===== config.mk =====
export PLATFORM = sky130hd
export DESIGN_NAME = router_out_arbiter_flat
export DESIGN_NICKNAME = d
export VERILOG_FILES = /design/src/rtl/router_out_arbiter_pkg.sv /design/src/rtl/router_out_arbiter_if.sv /design/src/rtl/router_out_arbiter_rr_pick.sv /design/src/rtl/router_out_arbiter.sv /design/src/flat_wrapper.sv
export SDC_FILE = /design/constraint.sdc
export NUM_CORES = 1
export LEC_CHECK = 0
export BUFFER_PORTS_ARGS = -buffer_cell sky130_fd_sc_hd__buf_4
export CAP_MARGIN = 40
export CORE_ASPECT_RATIO = 0.9
export CORE_MARGIN = 2
export CORE_UTILIZATION = 23
export CTS_BUF_LIST = sky130_fd_sc_hd__clkbuf_2 sky130_fd_sc_hd__clkbuf_4 sky130_fd_sc_hd__clkbuf_8
export CTS_CLUSTER_SIZE = 20
export DETAILED_ROUTE_END_ITERATION = 8
export GPL_ROUTABILITY_DRIVEN = 0
export HOLD_SLACK_MARGIN = 0.03
export PLACE_DENSITY = 0.5
export SLEW_MARGIN = 40
export SYNTH_ARGS = -nofsm -noshare
export SYNTH_HDL_FRONTEND = slang
export SYNTH_SLANG_ARGS = --single-unit
export TNS_END_PERCENT = 1

===== constraint.sdc =====
create_clock -name clk -period 5.7 [get_ports clk]
set_clock_uncertainty 0.15 [all_clocks]
set_input_delay 0.855 -clock clk [delete_from_list [all_inputs] [get_ports clk]]
set_output_delay 0.855 -clock clk [all_outputs]
set_load 0.02 [all_outputs]

===== src/rtl/router_out_arbiter_pkg.sv =====
// Shared router types: flit-type encodings, default port count and flit width,
// arbiter FSM state, and a helper that recognises packet-ending flits.
package router_pkg;

  localparam int NPORT = 5;
  localparam int DW    = 35;

  typedef logic [1:0] flit_type_t;

  localparam flit_type_t FLIT_BODY = 2'b00;
  localparam flit_type_t FLIT_HEAD = 2'b01;
  localparam flit_type_t FLIT_TAIL = 2'b10;
  localparam flit_type_t FLIT_HT   = 2'b11;

  typedef enum logic {
    ST_IDLE = 1'b0,
    ST_LOCK = 1'b1
  } arb_state_e;

  function automatic logic is_tail(input flit_type_t t);
    return (t == FLIT_TAIL) || (t == FLIT_HT);
  endfunction

endpackage


===== src/rtl/router_out_arbiter_if.sv =====
// Request/flit bundle between the input ports and one output arbiter.
// slave = arbiter side, master = upstream ports plus downstream readiness.
interface router_out_arbiter_if #(
  parameter int NPORT = router_pkg::NPORT,
  parameter int DW    = router_pkg::DW
);

  logic [NPORT-1:0]    IREQ;
  logic [NPORT*DW-1:0] IDATA;
  logic [NPORT-1:0]    IVALID;
  logic [NPORT-1:0]    IVCH;
  logic [NPORT-1:0]    OACK;
  logic [DW-1:0]       ODATA;
  logic                OVALID;
  logic                OVCH;
  logic [1:0]          IRDY;
  logic [NPORT-1:0]    OGNT;
  logic                OBUSY;

  modport master (
    output IREQ, IDATA, IVALID, IVCH, IRDY,
    input  OACK, ODATA, OVALID, OVCH, OGNT, OBUSY
  );

  modport slave (
    input  IREQ, IDATA, IVALID, IVCH, IRDY,
    output OACK, ODATA, OVALID, OVCH, OGNT, OBUSY
  );

endinterface


===== src/rtl/router_out_arbiter_rr_pick.sv =====
// Combinational round-robin selector: one-hot of the first requester at or
// after ptr_i, wrapping modulo N; all-zero when nothing requests.
module rr_pick #(
  parameter int N  = 5,
  parameter int PW = $clog2(N)
) (
  input  logic [N-1:0]  req_i,
  input  logic [PW-1:0] ptr_i,
  output logic [N-1:0]  gnt_o
);

  logic          found;
  logic [PW-1:0] idx;

  always_comb begin
    gnt_o = '0;
    found = 1'b0;
    idx   = '0;
    for (int k = 0; k < N; k++) begin
      idx = PW'((int'(ptr_i) + k) % N);
      if (!found && req_i[idx]) begin
        gnt_o[idx] = 1'b1;
        found      = 1'b1;
      end
    end
  end

endmodule


===== src/rtl/router_out_arbiter.sv =====
// Output-port allocator + flit mux: 1-cycle arbitration, packet-long grant, 1-cycle output register.
// Per-VC IRDY stalls the granted port; ROUTER_ARB_WDOG_EN adds a stall watchdog that forces release.
module router_out_arbiter #(
  parameter int NPORT = router_pkg::NPORT,
  parameter int DW    = router_pkg::DW
`ifdef ROUTER_ARB_WDOG_EN
  ,
  parameter int TMO_CYC = 255
`endif
) (
  input logic                 clk,
  input logic                 RST_,
  router_out_arbiter_if.slave bus
);

  import router_pkg::*;

  localparam int PW = $clog2(NPORT);

  arb_state_e       state_q, state_d;
  logic [NPORT-1:0] gnt_q, gnt_d, pick;
  logic [PW-1:0]    rr_ptr_q, rr_ptr_d, gidx;
  logic [DW-1:0]    odata_q, odata_d, g_dat;
  logic             ovalid_q, ovalid_d, ovch_q, ovch_d;
  logic             g_vld, g_vch, xfer, tail_xfer, rel;

  rr_pick #(.N(NPORT), .PW(PW)) u_pick (
    .req_i (bus.IREQ),
    .ptr_i (rr_ptr_q),
    .gnt_o (pick)
  );

  always_comb begin
    gidx = '0;
    for (int k = 0; k < NPORT; k++) begin
      if (gnt_q[k]) gidx = PW'(k);
    end
  end

  assign g_dat     = bus.IDATA[int'(gidx)*DW +: DW];
  assign g_vld     = bus.IVALID[gidx];
  assign g_vch     = bus.IVCH[gidx];
  assign xfer      = (state_q == ST_LOCK) && g_vld && bus.IRDY[g_vch];
  assign tail_xfer = xfer && is_tail(flit_type_t'(g_dat[DW-1 -: 2]));

`ifdef ROUTER_ARB_WDOG_EN
  localparam int WDW = ($clog2(TMO_CYC + 1) > 8) ? $clog2(TMO_CYC + 1) : 8;

  logic [WDW-1:0] wdog_q, wdog_d;
  logic           tmo;

  // Fires in the stall cycle that would bring the count up to TMO_CYC.
  assign tmo = (state_q == ST_LOCK) && !xfer && (wdog_q == WDW'(TMO_CYC - 1));
  assign rel = tail_xfer || tmo;

  always_comb begin
    wdog_d = '0;
    if (state_q == ST_LOCK && !xfer && !tmo) wdog_d = wdog_q + 1'b1;
  end

  always_ff @(posedge clk or negedge RST_) begin
    if (!RST_) wdog_q <= '0;
    else       wdog_q <= wdog_d;
  end
`else
  assign rel = tail_xfer;
`endif

  always_ff @(posedge clk or negedge RST_) begin
    if (!RST_) state_q <= ST_IDLE;
    else       state_q <= state_d;
  end

  always_comb begin
    state_d = state_q;
    case (state_q)
      ST_IDLE: if (|bus.IREQ) state_d = ST_LOCK;
      ST_LOCK: if (rel)       state_d = ST_IDLE;
      default:                state_d = ST_IDLE;
    endcase
  end

  always_comb begin
    gnt_d    = gnt_q;
    rr_ptr_d = rr_ptr_q;
    if (state_q == ST_IDLE) begin
      gnt_d = pick;
    end else if (rel) begin
      gnt_d    = '0;
      rr_ptr_d = (gidx == PW'(NPORT - 1)) ? '0 : gidx + 1'b1;
    end
    ovalid_d = xfer;
    odata_d  = xfer ? g_dat : odata_q;
    ovch_d   = xfer ? g_vch : ovch_q;
    bus.OACK = xfer ? gnt_q : '0;
  end

  always_ff @(posedge clk or negedge RST_) begin
    if (!RST_) begin
      gnt_q    <= '0;
      rr_ptr_q <= '0;
      odata_q  <= '0;
      ovalid_q <= 1'b0;
      ovch_q   <= 1'b0;
    end else begin
      gnt_q    <= gnt_d;
      rr_ptr_q <= rr_ptr_d;
      odata_q  <= odata_d;
      ovalid_q <= ovalid_d;
      ovch_q   <= ovch_d;
    end
  end

  assign bus.OGNT   = gnt_q;
  assign bus.OBUSY  = (state_q == ST_LOCK);
  assign bus.ODATA  = odata_q;
  assign bus.OVALID = ovalid_q;
  assign bus.OVCH   = ovch_q;

endmodule


===== src/flat_wrapper.sv =====
// flat-port wrapper written by rule: the top's interface ports become plain ports
module router_out_arbiter_flat import router_pkg::*;
#(
  parameter int NPORT = router_pkg::NPORT,
  parameter int DW    = router_pkg::DW

)
  (clk, RST_, bus_IREQ, bus_IDATA, bus_IVALID, bus_IVCH, bus_IRDY, bus_OACK, bus_ODATA, bus_OVALID, bus_OVCH, bus_OGNT, bus_OBUSY);
  router_out_arbiter_if #(.NPORT(NPORT), .DW(DW)) bus_i ();
  input logic clk;
  input logic RST_;
  input wire logic [$bits(bus_i.IREQ)-1:0] bus_IREQ;
  input wire logic [$bits(bus_i.IDATA)-1:0] bus_IDATA;
  input wire logic [$bits(bus_i.IVALID)-1:0] bus_IVALID;
  input wire logic [$bits(bus_i.IVCH)-1:0] bus_IVCH;
  input wire logic [$bits(bus_i.IRDY)-1:0] bus_IRDY;
  output wire logic [$bits(bus_i.OACK)-1:0] bus_OACK;
  output wire logic [$bits(bus_i.ODATA)-1:0] bus_ODATA;
  output wire logic [$bits(bus_i.OVALID)-1:0] bus_OVALID;
  output wire logic [$bits(bus_i.OVCH)-1:0] bus_OVCH;
  output wire logic [$bits(bus_i.OGNT)-1:0] bus_OGNT;
  output wire logic [$bits(bus_i.OBUSY)-1:0] bus_OBUSY;
  assign bus_i.IREQ = bus_IREQ;
  assign bus_i.IDATA = bus_IDATA;
  assign bus_i.IVALID = bus_IVALID;
  assign bus_i.IVCH = bus_IVCH;
  assign bus_i.IRDY = bus_IRDY;
  assign bus_OACK = bus_i.OACK;
  assign bus_ODATA = bus_i.ODATA;
  assign bus_OVALID = bus_i.OVALID;
  assign bus_OVCH = bus_i.OVCH;
  assign bus_OGNT = bus_i.OGNT;
  assign bus_OBUSY = bus_i.OBUSY;
  router_out_arbiter #(.NPORT(NPORT), .DW(DW)) u_core (.clk(clk), .RST_(RST_), .bus(bus_i));
endmodule

* After elaboration in Yosys (flattened, before gate mapping)
Cells that the tools add are included.
** Operators by class
- Bitwise gates (word level) :: 5
- Shifts and indexed selects :: 1
- Div/mod/pow operators :: 5
- Add/sub/neg operators :: 5
- $lt $le $gt $ge :: 12
- Reductions and logical operators :: 19
- Muxes and demuxes :: 46
- Multiply operators :: 1
- Equality and inequality tests :: 4
** Operators by type and width (count)
- $shiftx 175x32->35 :: 1
- $mod 32x4->32 const B :: 4
- $mux 5 :: 8
- $mod 4x4->32 const B :: 1
- $lt 3x4->1 const B :: 6
- $bmux 1 s3 :: 7
- $mux 1 :: 21
- $or 5x5->5 :: 4
- $demux 1 s3 :: 5
- $ge 3x1->1 const B :: 5
- $logic_and 1x1->1 :: 12
- $mux 3 :: 4
- $mul 3x6->9 const B :: 1
- $add 3x2->4 const B :: 2
- $reduce_or 5->1 :: 1
- $add 3x1->4 const B :: 1
- $add 3x3->4 const B :: 1
- $eq 2x2->1 const B :: 2
- $logic_not 1->1 :: 4
- $add 3x1->3 const B :: 1
- $eq 3x3->1 const B :: 1
- $lt 1x2->1 const B :: 1
- $ne 2x2->1 const B :: 1
- $pmux 1 s2 :: 1
- 3 further kinds :: 3
** Storage, ports and cells
- Bits of input ports :: 194
- Logic and storage cells :: 104
- Output and inout bits :: 48
- Register bits after elaboration :: 46

* Depth between registers and ports, before layout
Gate-level depths: netlist (run 1).
- Depth after elaboration :: 17
- Depth in mapped cells :: 22
- Depth with buffers taken out :: 17

* Cells and area by module
Synthesis (run 1) repeated with hierarchy kept, for this count alone.
** Unflattened totals
- Cells, all modules :: 622
- Area total of the unflattened synthesis :: 4998.5 um^2
** Modules (own cells, without submodules)
- router_out_arbiter :: instances 1, cells an instance 348, area an instance 2995.4 um^2, sequential area each 1151.1 um^2
- rr_pick :: instances 1, cells an instance 274, area an instance 2003.2 um^2, sequential area each 0.0 um^2

* Worst setup path after synthesis (run 1)
OpenSTA, ideal clock, no wires.
- Kind :: flip-flop to flip-flop
- Start :: register u_core.rr_ptr_q[0]
- End :: register u_core.gnt_q[1] (netlist: u_core.bus.OGNT[1])
- Period minus slack after synthesis :: 4979 ps
- Required time :: 5464 ps
- Library setup time :: 86 ps
- Cell stages (with the launch flop) :: 22
- Buffers on the path :: 5
- Arrival :: 4743 ps
- Slack :: 721 ps
- Cell sequence :: dfrtp_1 buf_6 buf_2 buf_6 clkbuf_1 inv_1 ha_1 buf_6 inv_1 ha_1 inv_1 ha_1 nor3_1 o21ai_1 nand2_1 ha_1 or4_1 and2_1 o21a_1 a211o_1 or4_1 a32oi_1
** On the way
- Cells in the longest elaborated chain, start to end :: 17
- Elaborated cells between the ends (all ways) :: 66
- Classes of those cells :: 4 x add/sub; 5 x div; 10 x order compare; 30 x mux; 4 x bitwise; 13 x reduce/logical
** Ends and longest elaborated chain
- start: declaration :: RTL line router_out_arbiter.sv:22 : logic [PW-1:0] rr_ptr_q, rr_ptr_d, gidx;
- start signal: assignment :: RTL line router_out_arbiter.sv:107 : rr_ptr_q <= rr_ptr_d;
- parallel branches: the longest is 15 deep, another holds $mod 32x4->32
- $mux 5 * :: RTL line router_out_arbiter_rr_pick.sv:21 : if (!found && req_i[idx]) begin
- $mux 5 * :: RTL line router_out_arbiter.sv:86 : if (state_q == ST_IDLE) begin
- end signal: assignment :: RTL line router_out_arbiter.sv:106 : gnt_q <= gnt_d;
- end: declaration :: RTL line router_out_arbiter.sv:21 : logic [NPORT-1:0] gnt_q, gnt_d, pick;
Mark *: on every way between the ends. The select of a mux whose other input is x is not followed.
A chain may end at the register's enable or synchronous reset.

* Worst setup path in the final report (run 1)
- Start :: register u_core.rr_ptr_q[1]
- End :: register u_core.gnt_q[3] (netlist: u_core.bus.OGNT[3])
Same word-level chain as after synthesis.

==> flow_metrics.env, run 1 <==
export IMPL_drv_cap=0
export IMPL_diodes=0
export IMPL_vias=5421
export IMPL_grt_start_max_net_pins=74
export IMPL_avgSynthCellArea_um2=7.700
export IMPL_ys_types=77
export IMPL_cts_clk_slew_worst_paths_ns=0.10
export IMPL_portBuffers=241
export IMPL_post_synth_top_count_cell="nand2_1"
export IMPL_ctsLongestPathBuffers=2
export IMPL_routedWlPerCell_um=17.03
export IMPL_io_pins=242
export IMPL_vdd_drop_max_v=0.0001772
export IMPL_netlist_top_cells_area="dfrtp_1 23%, mux2i_1 19%, nand2_1 7.1%, ha_1 5.4%, a21oi_1 4.7%"
export IMPL_fmax_mhz=208.0
export IMPL_first_pass_iters=6
export IMPL_path_delay_family="simple AND/OR/NAND/NOR gates"
export IMPL_rsz0062_at_grt="no"
export IMPL_synth_fp_nets=878
export IMPL_synth_seq_cells=46
export IMPL_area_growth_pct=40.99
export IMPL_synth_common_cells="96 x nand2_1, 95 x mux2i_1, 58 x nor2_1, 48 x a21oi_1"
export IMPL_post_cts_buffers=0
export IMPL_path_max_fanout=9
export IMPL_power_leakage_nw=3.616
export IMPL_crit_buf_inv=3
export IMPL_yosysTopAreaCell="dfrtp_1"
export IMPL_crit_type="flop to flop"
export IMPL_worst_pin_slew_ns=0.7592
export IMPL_cts_root_buf="clkbuf_8"
export IMPL_path_cells="inv_1, ha_1, inv_1, ha_1, inv_1, ha_1, nor3_1, or3_1, nand2_1, ha_1, or4_1, and2_1, o21a_1, a211o_1, or4_1, a32oi_1"
export IMPL_p_total_w=0.004510
export IMPL_syn_inst=662
export IMPL_synth_compound_area_share_pct=24.67
export IMPL_cts_htree_levels=2
export IMPL_first_iter_violations=323
export IMPL_required_ns=5.77
export IMPL_hold_violations=0
export IMPL_dp_hpwl_um=15690
export IMPL_synth_edff_count=0
export IMPL_slowest_delay_ns=0.58
export IMPL_finalSetupViolations=0
export IMPL_ant_nets=0
export IMPL_fin_setup_tns_ns=0
export IMPL_cts_tree="done"
export IMPL_grt_total_usage_pct=16.32
export IMPL_die_w_um=160.9
export IMPL_grt_overflow=0
export IMPL_die_h_um=145.2
export IMPL_initial_core_util_pct=23.49
export IMPL_cts_resized=0
export IMPL_crit_path_start_kind="flop"
export IMPL_cts_sinks=46
export IMPL_p_per_area_nw_per_um2=627.5
export IMPL_syn_area_um2=5097
export IMPL_async_reset_ff_share_pct=100.0
export IMPL_die_area_um2=23370
export IMPL_slew_viol_final=0
export IMPL_cts_buffers=5
export IMPL_drive_gt1_share_pct=33.22
export IMPL_synth_mux_area_share_pct=20.20
export IMPL_rows=51
export IMPL_synth_ff_type="dfrtp_1"
export IMPL_ctsHoldBuffers=0
export IMPL_core_area_um2=21700
export IMPL_grt_first_pass_wirelength_um=30240
export IMPL_synth_adder_area_share_pct=5.400
export IMPL_synthXorXnorAreaFrac_pct=1.178
export IMPL_routed_via_density=4.669
export IMPL_slew_headroom_pct=49.39
export IMPL_worstSkewPairLatency_ns=0.31
export IMPL_cp_common_cell="ha_1"
export IMPL_end_kind="flop"
export IMPL_slowest_stage="or4_1"
export IMPL_finalCritPeriodShare_pct=84.36
export IMPL_synth_top_area_share_pct=22.58
export IMPL_yosys_area_share_simple_pct=19.19
export IMPL_antenna_found_initial=0
export IMPL_nets=1085
export IMPL_yosysSeqAreaShare_pct=22.58
export IMPL_arrival_ns=4.87
export IMPL_drc=0
export IMPL_grt_pass1_vias=5264
export IMPL_period_needed_ns=4.808
export IMPL_synth_top_family_by_area="compound AO/OA/AOI/OAI gates"
export IMPL_synth_warning_count=0
export IMPL_outcome="complete, no violations"
export IMPL_wl_um=19770
export IMPL_hold_class="flop to flop"
[tightest hold or removal path: cells and delay by family, from the launching register on]
kind / cells / cell delay (ns)
flip-flops: 1 / 0.35
AO/OA/AOI/OAI: 1 / 0.06
AND/OR/NAND/NOR: 1 / 0.05
[report_power, final]
group          leakage, nW  switching, W  total [W]  internal, W
clock               0.0441      0.000128   0.000215    0.0000866
sequential           0.573      0.000135   0.000620     0.000485
combinational         3.00       0.00220    0.00368      0.00147
[metal layers]
metal  vias to the layer above  track usage [%]  share of wire, %
li1                       2784                -                 -
met1                      2507            22.26                46
met2                       118            27.53                49
met3                        12            2.601               4.0
met4                         0            2.634               1.0
met5                         -                0                 0
[placed cells by master, fill, tap and decap left out, types with 4 or more instances in the layout]
cell / synthesis / layout
buf_4: 1 / 249
nand2_1: 96 / 96
mux2i_1: 95 / 95
nor2_1: 58 / 58
a21oi_1: 48 / 48
o21ai_0: 46 / 46
dfrtp_1: 46 / 44
o21ai_1: 37 / 35
ha_1: 22 / 22
inv_1: 18 / 18
nor3_1: 9 / 9
nand3_1: 9 / 9
nand2b_1: 7 / 7
a31oi_1: 6 / 6
inv_2: 5 / 5
nor3b_1: 5 / 5
a211o_1: 5 / 5
and2_1: 5 / 5
o31ai_1: 5 / 5
o211ai_1: 5 / 5
a32oi_1: 5 / 5
mux2_2: 5 / 5
clkbuf_8: 1 / 5
o21a_1: 4 / 4
or3_1: 4 / 4
xnor2_1: 4 / 4
[flip-flops by register name, indices dropped and copies added (netlist names)]
signal / flops
u_core.bus.ODATA: 35
u_core.bus.OGNT: 5
u_core.bus.OBUSY: 1
u_core.bus.OVCH: 1
u_core.rr_ptr_q: 3
u_core.bus.OVALID: 1
[area by class of cell]
cell class | count | area, um2
Sequential cell | 46 | 1154
Clock buffer | 5 | 68.82
Inverter | 23 | 86.33
Multi-Input combinational cell | 544 | 3623
Timing Repair Buffer | 249 | 1869
Clock inverter | 3 | 21.27
Fill cell | 2405 | 14510
Tap cell | 291 | 364.1
[stage by stage]
stage | std cells | worst slack (ns) | hold slack, ns | cell area [um2] | utilization (%)
6_report | 1161 | 0.8916 | 0.3430 | 7187 | 33.13
3_3_place_gp | 1153 | 1.045 | 0.3147 | 7097 | 32.71
2_1_floorplan | 662 | 0.7210 | 0.4094 | 5097 | -
4_1_cts | 1161 | 0.8963 | 0.3499 | 7187 | 33.13
5_1_grt | 1161 | 0.5075 | 0.3736 | 7187 | 33.13
3_5_place_dp | 1153 | 0.9572 | 0.3261 | 7097 | 32.71
[cell families after synthesis]
logic type | after synthesis
DFF | 46
AOI/OAI and AO/OA | 197
adders and majority gates | 22
and+or+nand+nor | 217
xor gates and xnor gates | 6
buffers and inverters | 72
muxes | 102
[path summary, 6_finish.rpt]
path                                                   from                               end  slack, ns  cells past startpoint
max                          u_core.rr_ptr_q[1]$_DFFE_PN0P_    u_core.bus.OGNT[3]$_DFFE_PN0P_       0.89                     16
min                        u_core.bus.ODATA[32]$_DFFE_PN0P_  u_core.bus.ODATA[32]$_DFFE_PN0P_       0.34                      2
max reg2reg                  u_core.rr_ptr_q[1]$_DFFE_PN0P_    u_core.bus.OGNT[3]$_DFFE_PN0P_       0.89                     16
min reg2reg                u_core.bus.ODATA[32]$_DFFE_PN0P_  u_core.bus.ODATA[32]$_DFFE_PN0P_       0.34                      2
max in group asynchronous                              RST_    u_core.bus.OGNT[2]$_DFFE_PN0P_       4.52                      1
min in group asynchronous                              RST_   u_core.bus.ODATA[6]$_DFFE_PN0P_       0.41                      1
Note: power is estimated with default switching activity, not from simulation.
==> inputs of run 2 (changes only) <==
clock period = 4.9 ns   (was 5.7 ns; I/O delays follow)
==> run 2 against run 1 <==
Compared with the run above:
- total power is 18% higher
- first-iteration DRC count fell by 13%
- global-route usage up 0.099 points
- cell count grew 0.26%
- worst hold slack got worse by 0.047 ns
- critical endpoint unchanged
- clock-buffer cell count up 2
- via count is 1.3% higher
- sequential power increased by 20%
- register-to-register slack got worse by 0.54 ns
==> flow_metrics.env, run 2 (synthesis results as in run 1) <==
export IMPL_outcome="complete, no violations"
export IMPL_nets=1088
export IMPL_wl_um=19790
export IMPL_first_iter_violations=282
export IMPL_rows=51
export IMPL_cts_clk_slew_worst_paths_ns=0.09
export IMPL_vias=5489
export IMPL_power_leakage_nw=3.646
export IMPL_ant_nets=0
export IMPL_core_area_um2=21700
export IMPL_first_pass_iters=7
export IMPL_routed_via_density=4.716
export IMPL_final_common_cell="buf_4"
export IMPL_required_ns=4.96
export IMPL_grt_total_usage_pct=16.42
export IMPL_slew_headroom_pct=50.57
export IMPL_cts_resized=0
export IMPL_cts_sinks=46
export IMPL_antenna_found_initial=0
export IMPL_p_per_area_nw_per_um2=737.5
export IMPL_instances_no_fill=1164
export IMPL_final_cell_mix="252 x buf_4, 96 x nand2_1, 95 x mux2i_1, 58 x nor2_1, 48 x a21oi_1"
export IMPL_hold_violations=0
export IMPL_worst_pin_slew_ns=0.7415
export IMPL_ctsHoldBuffers=0
export IMPL_largest_reg_flops=35
export IMPL_portBuffers=241
export IMPL_drive_gt1_share_pct=33.45
export IMPL_finalSetupViolations=0
export IMPL_grt_pass1_vias=5361
export IMPL_crit_type="flop to flop"
export IMPL_hold_class="primary input to async pin"
export IMPL_period_needed_ns=4.547
export IMPL_area_growth_pct=41.90
export IMPL_die_h_um=145.2
export IMPL_cts_buffers=5
export IMPL_crit_path_start_kind="flop"
export IMPL_drc=0
export IMPL_finalCritPeriodShare_pct=92.80
export IMPL_end_kind="flop"
export IMPL_grt_first_pass_wirelength_um=30580
export IMPL_worstSkewPairLatency_ns=0.30
export IMPL_path_max_fanout=9
export IMPL_initial_core_util_pct=23.49
export IMPL_nFillCells=2367
export IMPL_vdd_drop_max_v=0.0004213
export IMPL_fmax_mhz=219.9
export IMPL_post_cts_buffers=0
export IMPL_arrival_ns=4.61
export IMPL_drv_cap=0
export IMPL_ctsLongestPathBuffers=2
export IMPL_dp_hpwl_um=15750
export IMPL_io_pins=242
export IMPL_cts_root_buf="clkbuf_8"
export IMPL_fin_setup_tns_ns=0
export IMPL_post_place_cells=1156
export IMPL_grt_start_max_net_pins=75
export IMPL_slew_viol_final=0
export IMPL_diodes=0
export IMPL_die_area_um2=23370
export IMPL_cts_tree="done"
export IMPL_rsz0062_at_grt="no"
export IMPL_grt_overflow=0
export IMPL_routedWlPerCell_um=17.00
export IMPL_cts_htree_levels=2
export IMPL_die_w_um=160.9
[run 2: path summary, 6_finish.rpt]
path	start	endpoint	slack [ns]	cells past startpoint
min in group clk	u_core.bus.ODATA[18]$_DFFE_PN0P_	u_core.bus.ODATA[18]$_DFFE_PN0P_	0.34	2
setup / recovery	u_core.rr_ptr_q[1]$_DFFE_PN0P_	u_core.bus.OGNT[3]$_DFFE_PN0P_	0.35	16
hold / removal	RST_	u_core.bus.ODATA[15]$_DFFE_PN0P_	0.30	1
max in group asynchronous	RST_	u_core.bus.OGNT[3]$_DFFE_PN0P_	3.84	1
hold reg to reg	u_core.bus.ODATA[18]$_DFFE_PN0P_	u_core.bus.ODATA[18]$_DFFE_PN0P_	0.34	2
setup reg to reg	u_core.rr_ptr_q[1]$_DFFE_PN0P_	u_core.bus.OGNT[3]$_DFFE_PN0P_	0.35	16
[run 2: layer usage]
| metal | part of all wire, % | up-vias | track usage [%] | wire [um] |
|---|---|---|---|---|
| li1 | - | 2797 | - | - |
| met1 | 46 | 2551 | 22.07 | 9123 |
| met2 | 49 | 127 | 28.30 | 9700 |
| met3 | 3.7 | 14 | 2.430 | 739 |
| met4 | 1.1 | 0 | 2.500 | 225 |
| met5 | 0 | - | 0 | 0 |
[run 2: worst max-delay path: stages (launching register included)]
cell and delay (ns):
dfrtp_1 0.39, inv_1 0.17, ha_1 0.20, inv_1 0.07, ha_1 0.36, inv_1 0.11
ha_1 0.22, nor3_1 0.26, or3_1 0.21, nand2_1 0.11, ha_1 0.23, or4_1 0.56
and2_1 0.23, o21a_1 0.13, a211o_1 0.36, or4_1 0.50, a32oi_1 0.20
[run 2: cell type report]
class,instances,area (um2),share of cell area (%)
Clock buffer,7,83.83,1.159
Clock inverter,1,30.03,0.4152
Inverter,23,86.33,1.194
Multi-Input combinational cell,544,3623,50.10
Sequential cell,46,1154,15.95
Tap cell,291,364.1,5.034
Timing Repair Buffer,252,1892,26.15
[run 2: through the flow]
| stage | cell area [um2] | worst slack, ns | hold WS (ns) | util, % | power, W |
|---|---|---|---|---|---|
| 4_1_cts | 7233 | 0.3618 | 0.3082 | 33.34 | 0.005367 |
| 6_report | 7233 | 0.3530 | 0.2960 | 33.34 | 0.005335 |
| 3_5_place_dp | 7119 | 0.4122 | 0.3265 | 32.81 | 0.005042 |
| 5_1_grt | 7233 | 0.06560 | 0.3403 | 33.34 | 0.005863 |
| 3_3_place_gp | 7119 | 0.5066 | 0.3154 | 32.81 | 0.005044 |
| 2_1_floorplan | 5099 | 0.03705 | 0.2894 | - | 0.003896 |
[run 2: power breakdown]
group / internal (W) / switching, W / leakage [nW]
Sequential: 0.000564 / 0.000177 / 0.573
Combinational: 0.00173 / 0.00256 / 3.01
Clock: 0.000164 / 0.000137 / 0.0593
Total: 0.00246 / 0.00287 / 3.65
